$ cat config.mk
export PLATFORM = sky130hd
export DESIGN_NAME = ctrl_sequencer
export DESIGN_NICKNAME = d
export VERILOG_FILES = /design/src/rtl/ctrl_sequencer.sv
export SDC_FILE = /design/constraint.sdc
export NUM_CORES = 1
export LEC_CHECK = 0
export ABC_AREA = 1
export CAP_MARGIN = 20
export CORE_UTILIZATION = 35
export CTS_CLUSTER_DIAMETER = 50
export DETAILED_ROUTE_END_ITERATION = 10
export PLACE_DENSITY = 0.66
export SETUP_SLACK_MARGIN = 0.05
export SLEW_MARGIN = 20
export SYNTH_ARGS = -nofsm -noshare
export SYNTH_HDL_FRONTEND = slang
export SYNTH_SLANG_ARGS = --single-unit
$ cat constraint.sdc
create_clock -name CLKb -period 3.17 [get_ports CLKb]
set_input_delay 0.634 -clock CLKb [delete_from_list [all_inputs] [get_ports CLKb]]
set_output_delay 0.634 -clock CLKb [all_outputs]
set_load 0.01 [all_outputs]
$ cat src/rtl/ctrl_sequencer.sv
// Multi-step control sequencer for the ALU/register-file bus: latches an instruction, steps T0..T3.
// Optional CTRL_ILLEGAL_EN adds a sticky ILL flag for undefined opcodes.
module ctrl_sequencer #(
  parameter int DW   = 10,
  parameter int NREG = 8
) (
  input  logic            CLKb,
  input  logic            RSTb,
  input  logic            PEI,
  input  logic [DW-1:0]   INSTR,
  output logic            IRin,
  output logic [NREG-1:0] Rin,
  output logic [NREG-1:0] Rout,
  output logic            ENW,
  output logic            Ain,
  output logic            Gin,
  output logic            Gout,
  output logic [3:0]      FN,
  output logic            Done,
  output logic [1:0]      STEP
`ifdef CTRL_ILLEGAL_EN
  ,
  output logic            ILL
`endif
);

  // state | meaning
  // T0    | idle, IRin=PEI, latch INSTR on PEI
  // T1    | first execute step (LOAD/COPY/undefined finish here)
  // T2    | second step (B-only ops finish here)
  // T3    | third step (two-operand ALU ops finish here)
  localparam logic [1:0] T0 = 2'd0;
  localparam logic [1:0] T1 = 2'd1;
  localparam logic [1:0] T2 = 2'd2;
  localparam logic [1:0] T3 = 2'd3;

  localparam logic [3:0] LOAD = 4'b0000;
  localparam logic [3:0] COPY = 4'b0001;
  localparam logic [3:0] ADD  = 4'b0010;
  localparam logic [3:0] SUB  = 4'b0011;
  localparam logic [3:0] INV  = 4'b0100;
  localparam logic [3:0] FLP  = 4'b0101;
  localparam logic [3:0] AND  = 4'b0110;
  localparam logic [3:0] OR   = 4'b0111;
  localparam logic [3:0] XOR  = 4'b1000;
  localparam logic [3:0] LSL  = 4'b1001;
  localparam logic [3:0] LSR  = 4'b1010;
  localparam logic [3:0] ASR  = 4'b1011;

  logic [DW-1:0]   ir;
  logic [1:0]      step;
  logic [1:0]      step_nxt;
  logic [3:0]      op;
  logic [2:0]      rx, ry;
  logic [NREG-1:0] rx_1h, ry_1h;
  logic            two_op, b_only;
  logic            irin_c, enw_c, ain_c, gin_c, gout_c, done_c, advance;
  logic [NREG-1:0] rin_c, rout_c;
  logic [3:0]      fn_c;

  assign op     = ir[9:6];
  assign rx     = ir[5:3];
  assign ry     = ir[2:0];
  assign rx_1h  = {{(NREG-1){1'b0}}, 1'b1} << rx;
  assign ry_1h  = {{(NREG-1){1'b0}}, 1'b1} << ry;
  assign two_op = op inside {ADD, SUB, AND, OR, XOR, LSL, LSR, ASR};
  assign b_only = op inside {INV, FLP};

  always_comb begin
    irin_c  = 1'b0;
    rin_c   = '0;
    rout_c  = '0;
    enw_c   = 1'b0;
    ain_c   = 1'b0;
    gin_c   = 1'b0;
    gout_c  = 1'b0;
    fn_c    = 4'b0000;
    done_c  = 1'b0;
    advance = 1'b0;
    case (step)
      T0: irin_c = PEI;
      T1: begin
        if (op == LOAD) begin
          enw_c  = 1'b1;
          rin_c  = rx_1h;
          done_c = 1'b1;
        end else if (op == COPY) begin
          rout_c = ry_1h;
          rin_c  = rx_1h;
          done_c = 1'b1;
        end else if (two_op) begin
          rout_c  = rx_1h;
          ain_c   = 1'b1;
          advance = 1'b1;
        end else if (b_only) begin
          rout_c  = ry_1h;
          fn_c    = op;
          gin_c   = 1'b1;
          advance = 1'b1;
        end else begin
          done_c = 1'b1;
        end
      end
      T2: begin
        if (two_op) begin
          rout_c  = ry_1h;
          fn_c    = op;
          gin_c   = 1'b1;
          advance = 1'b1;
        end else if (b_only) begin
          gout_c = 1'b1;
          rin_c  = rx_1h;
          done_c = 1'b1;
        end
      end
      default: begin
        if (two_op) begin
          gout_c = 1'b1;
          rin_c  = rx_1h;
          done_c = 1'b1;
        end
      end
    endcase
  end

  // Anything that neither advances nor starts from T0 (Done or an illegal combination) lands in T0.
  always_comb begin
    step_nxt = T0;
    if (step == T0)
      step_nxt = PEI ? T1 : T0;
    else if (advance)
      step_nxt = step + 2'd1;
  end

  always_ff @(negedge CLKb or negedge RSTb) begin
    if (!RSTb) begin
      ir   <= '0;
      step <= T0;
    end else begin
      if (step == T0 && PEI)
        ir <= INSTR;
      step <= step_nxt;
    end
  end

`ifdef CTRL_ILLEGAL_EN
  always_ff @(negedge CLKb or negedge RSTb) begin
    if (!RSTb)
      ILL <= 1'b0;
    else if (step == T1 && op[3:2] == 2'b11)
      ILL <= 1'b1;
  end
`endif

  assign IRin = irin_c & RSTb;
  assign Rin  = rin_c & {NREG{RSTb}};
  assign Rout = rout_c & {NREG{RSTb}};
  assign ENW  = enw_c & RSTb;
  assign Ain  = ain_c & RSTb;
  assign Gin  = gin_c & RSTb;
  assign Gout = gout_c & RSTb;
  assign FN   = fn_c & {4{RSTb}};
  assign Done = done_c & RSTb;
  assign STEP = step & {2{RSTb}};

endmodule

## Word level (Yosys, flattened, before mapping)

Cells that the tools add are included.

- $add $sub $neg: 1
- Eq/ne operators: 13
- Shift operators: 2
- Multiplexer cells: 43
- Bitwise gates (word level): 10
- Reduce and logical (&&, ||, !) cells: 6

Operator list:

| cell | count |
|---|---|
| $mux 8 | 10 |
| $pmux 8 s3 | 1 |
| $mux 4 | 5 |
| $mux 1 | 19 |
| $and 8x8->8 | 2 |
| $eq 4x3->1 const B | 4 |
| $eq 4x4->1 const B | 4 |
| $pmux 8 s2 | 1 |
| $shl 1x3->8 const A | 2 |
| $eq 4x2->1 const B | 2 |
| $pmux 4 s2 | 1 |
| $reduce_bool 8->1 | 1 |
| $and 1x1->1 | 6 |
| $pmux 1 s2 | 3 |
| $and 4x4->4 | 1 |
| $eq 4x1->1 const B | 1 |
| $logic_not 4->1 | 1 |
| $mux 2 | 2 |
| $pmux 1 s3 | 1 |
| $add 2x1->2 const B | 1 |
| $and 2x2->2 | 1 |
| $eq 2x1->1 const B | 1 |
| $eq 2x2->1 const B | 1 |
| $logic_not 2->1 | 1 |
| other kinds (3) | 3 |

- Bits in registers: 12
- Bits of input ports: 13
- Output and inout port bits: 28
- Logic and storage cells: 77

## Longest topological paths before layout

- Depth in word-level cells: 9
- Mapped depth: 8

==> impl_metrics.ini <==
[cells_and_area]
nNetsFinal = 303
nFillCells = 223
area.growth.synth_to_final_pct = 105
antennaDiodeCount = 0
utilization = 0.760
final_common_cell = buf_4
drive_gt1_frac = 0.582
mostFrequentLayoutCells = buf_4, nand2_1, buf_6, buf_2, nand2_2

[power]
p_switching_uw = 348
p_sw_frac = 0.402
pwr-share-seq = 0.235
p_per_area_nw_per_um2 = 373
pwr-share-comb = 0.614
ir_worst_vdd_v = 0.000245
internal_power_uw = 519
leakage_nw = 1.22
p_clk_frac = 0.151

[detailed_routing]
wl_um = 4350
detail_route.wl_per_cell_um = 13.2
firstDrtPassIters = 4
drtIter0Drc = 75
vias = 1577
drc = 0
viasPerCell = 4.79
ant_nets = 0

[clock_network]
cts-root-buf = clkbuf_4
cts_tree = done
path_clk_slew_ns = 0.06
clock-sinks = 12
cts_hold_buf = 0
htreeDepth = 1
insertion_delay_ns = 0.29
cts_max_path_buffers = 2
cts_buffers = 3

[setup_path]
end_kind = output pin
path_buf_inv = 3
cp_data_required_time_ns = 2.54
cpMaxStageDelayCell = dfrtn_1
path_cells = nand2_2 -> o21ai_4 -> buf_12 -> buf_12 -> nand2_4 -> nand2_2 -> nand2_2 -> a21oi_2 -> buf_2
critPathKind = register to output pin
cp_max_fo = 5
rr_worst_depth = 10
critPathLaunchType = register
critical_path_arrival_ns = 3.34
cpPeakStageDelay_ns = 0.53
crit_path_frequent_cell = nand2_2
path_depth = 9
path_delay_family = flip-flops

[synth]
synth_seq_cells = 12
synth_nets = 200
syn_area_um2 = 1130
avgSynthCellArea_um2 = 6.20
yosysWarnings = 0
syn_inst = 183
ys_types = 22
ys_seq_area_frac = 0.265

[min_path]
hold_depth = 3
hp-class = register to register

[timing]
rsz0062_at_grt = yes
finalClockSkew_ns = 0.00129
worst_pin_slew_ns = 0.460
finalSetupTns_ns = -19.10
report.final.slew_viol_count = 0
slew_headroom = 0.691
setup_violations = 28
finalHoldViolCount = 0
setup_ws_ns = -0.807

[grt]
globalRouteOverflowTotal = 0
grt_pass1_wl_um = 6510
grt_use_total = 0.249
grt_pass1_vias = 1520
grt_antenna_before_repair = 0
grt_max_degree = 22

[run]
maxCapViolations = 0

[place]
dp_hpwl_um = 2580
port_buffers = 40
routabilityCongestion = 0.859

[floorplan]
dieArea_um2 = 3470
rows = 20
die_w_um = 58.9
initial_core_util = 0.372
top_level_ports = 41
coreArea_um2 = 3050
die_h_um = 58.9

[run_status]
outcome = complete, but fails checks
violations = setup timing
cells by family after synthesis:
| logic type | share of synthesized area |
|---|---|
| AO/OA/AOI/OAI | 0.107 |
| adder cells (fa/ha/maj) | 0.0441 |
| buffers and inverters | 0.142 |
| flip-flops | 0.265 |
| AND/OR/NAND/NOR | 0.442 |
per-stage QoR:
stage,setup WS (ns),cell area (um^2),hold WS (ns),cells,total power [mW]
after floorplan,-0.278,1190,0.441,183,0.391
after global placement,-0.792,1920,0.547,303,0.560
after detailed placement,-0.834,1920,0.566,303,0.570
after CTS,-0.739,2170,0.598,325,0.808
after global routing,-0.883,2320,0.636,329,0.917
final,-0.807,2320,0.597,329,0.867
area by class of cell:
cell class | instances | area (um^2) | share of cell area
tap | 44 | 55.1 | 0.0237
timing repair buffer | 101 | 867 | 0.374
multi-input combinational | 136 | 925 | 0.398
clock buffer | 4 | 36.3 | 0.0156
sequential | 12 | 300 | 0.129
inverter | 32 | 138 | 0.0593
worst reg2reg max path, cell delays in order, from the launching register on:
cell and delay (ns):
dfrtn_1 0.46, inv_2 0.06, nand2_2 0.09, o21ai_4 0.08
buf_12 0.13, buf_12 0.13, inv_8 0.08, buf_6 0.12
nand2_2 0.05, nand3_2 0.09, o21ai_2 0.05
flip-flops by register name (all words and copies together), names as in the netlist:
name  cells
ir       10
step      2
worst paths after layout:
kind / start / end / slack, ns
setup / recovery: ir[9] / Rout[5] / -0.81
hold / removal: ir[6] / ir[6] / 0.60
setup reg to reg: ir[8] / step[0] / 1.66
hold reg to reg: ir[6] / ir[6] / 0.60
max in group asynchronous: RSTb / ir[3] / 0.52
min in group asynchronous: RSTb / ir[8] / 2.37
power by group through the flow:
stage                     registers, mW  logic [mW]  clock network [mW]
after floorplan                   0.210       0.181                   0
after global placement            0.205       0.355                   0
after detailed placement          0.206       0.364                   0
after CTS                         0.202       0.471               0.135
after global routing              0.208       0.568               0.141
final                             0.204       0.532               0.131
cell usage after synthesis, drive strengths merged:
library cell | number | area [um^2]
a21oi | 19 | 98.9
buf | 1 | 11.3
clkbuf | 4 | 25.0
dfrtn | 12 | 300
ha | 4 | 50.1
inv | 32 | 125
nand2 | 56 | 239
nand3 | 5 | 42.5
nand4 | 9 | 56.3
nor2 | 23 | 88.8
nor3 | 15 | 75.1
o21ai | 3 | 22.5
per-layer routing:
metal  wire length [um]  GRT usage  up-vias  part of all wire
met3                160    0.00879       15             0.037
met1               1740      0.296      713              0.40
met4                157      0.122        0             0.036
li1                   -          -      794                 -
met2               2290      0.458       55              0.53
met5                  0          0        -                 0
timing repair:
action,CTS,global route
endpoints found under the setup margin,28,34
gates resized for setup,158,36
buffers inserted,17,4
pin swaps,20,19
cloned,2,0
(Power assumes the default switching activity.)
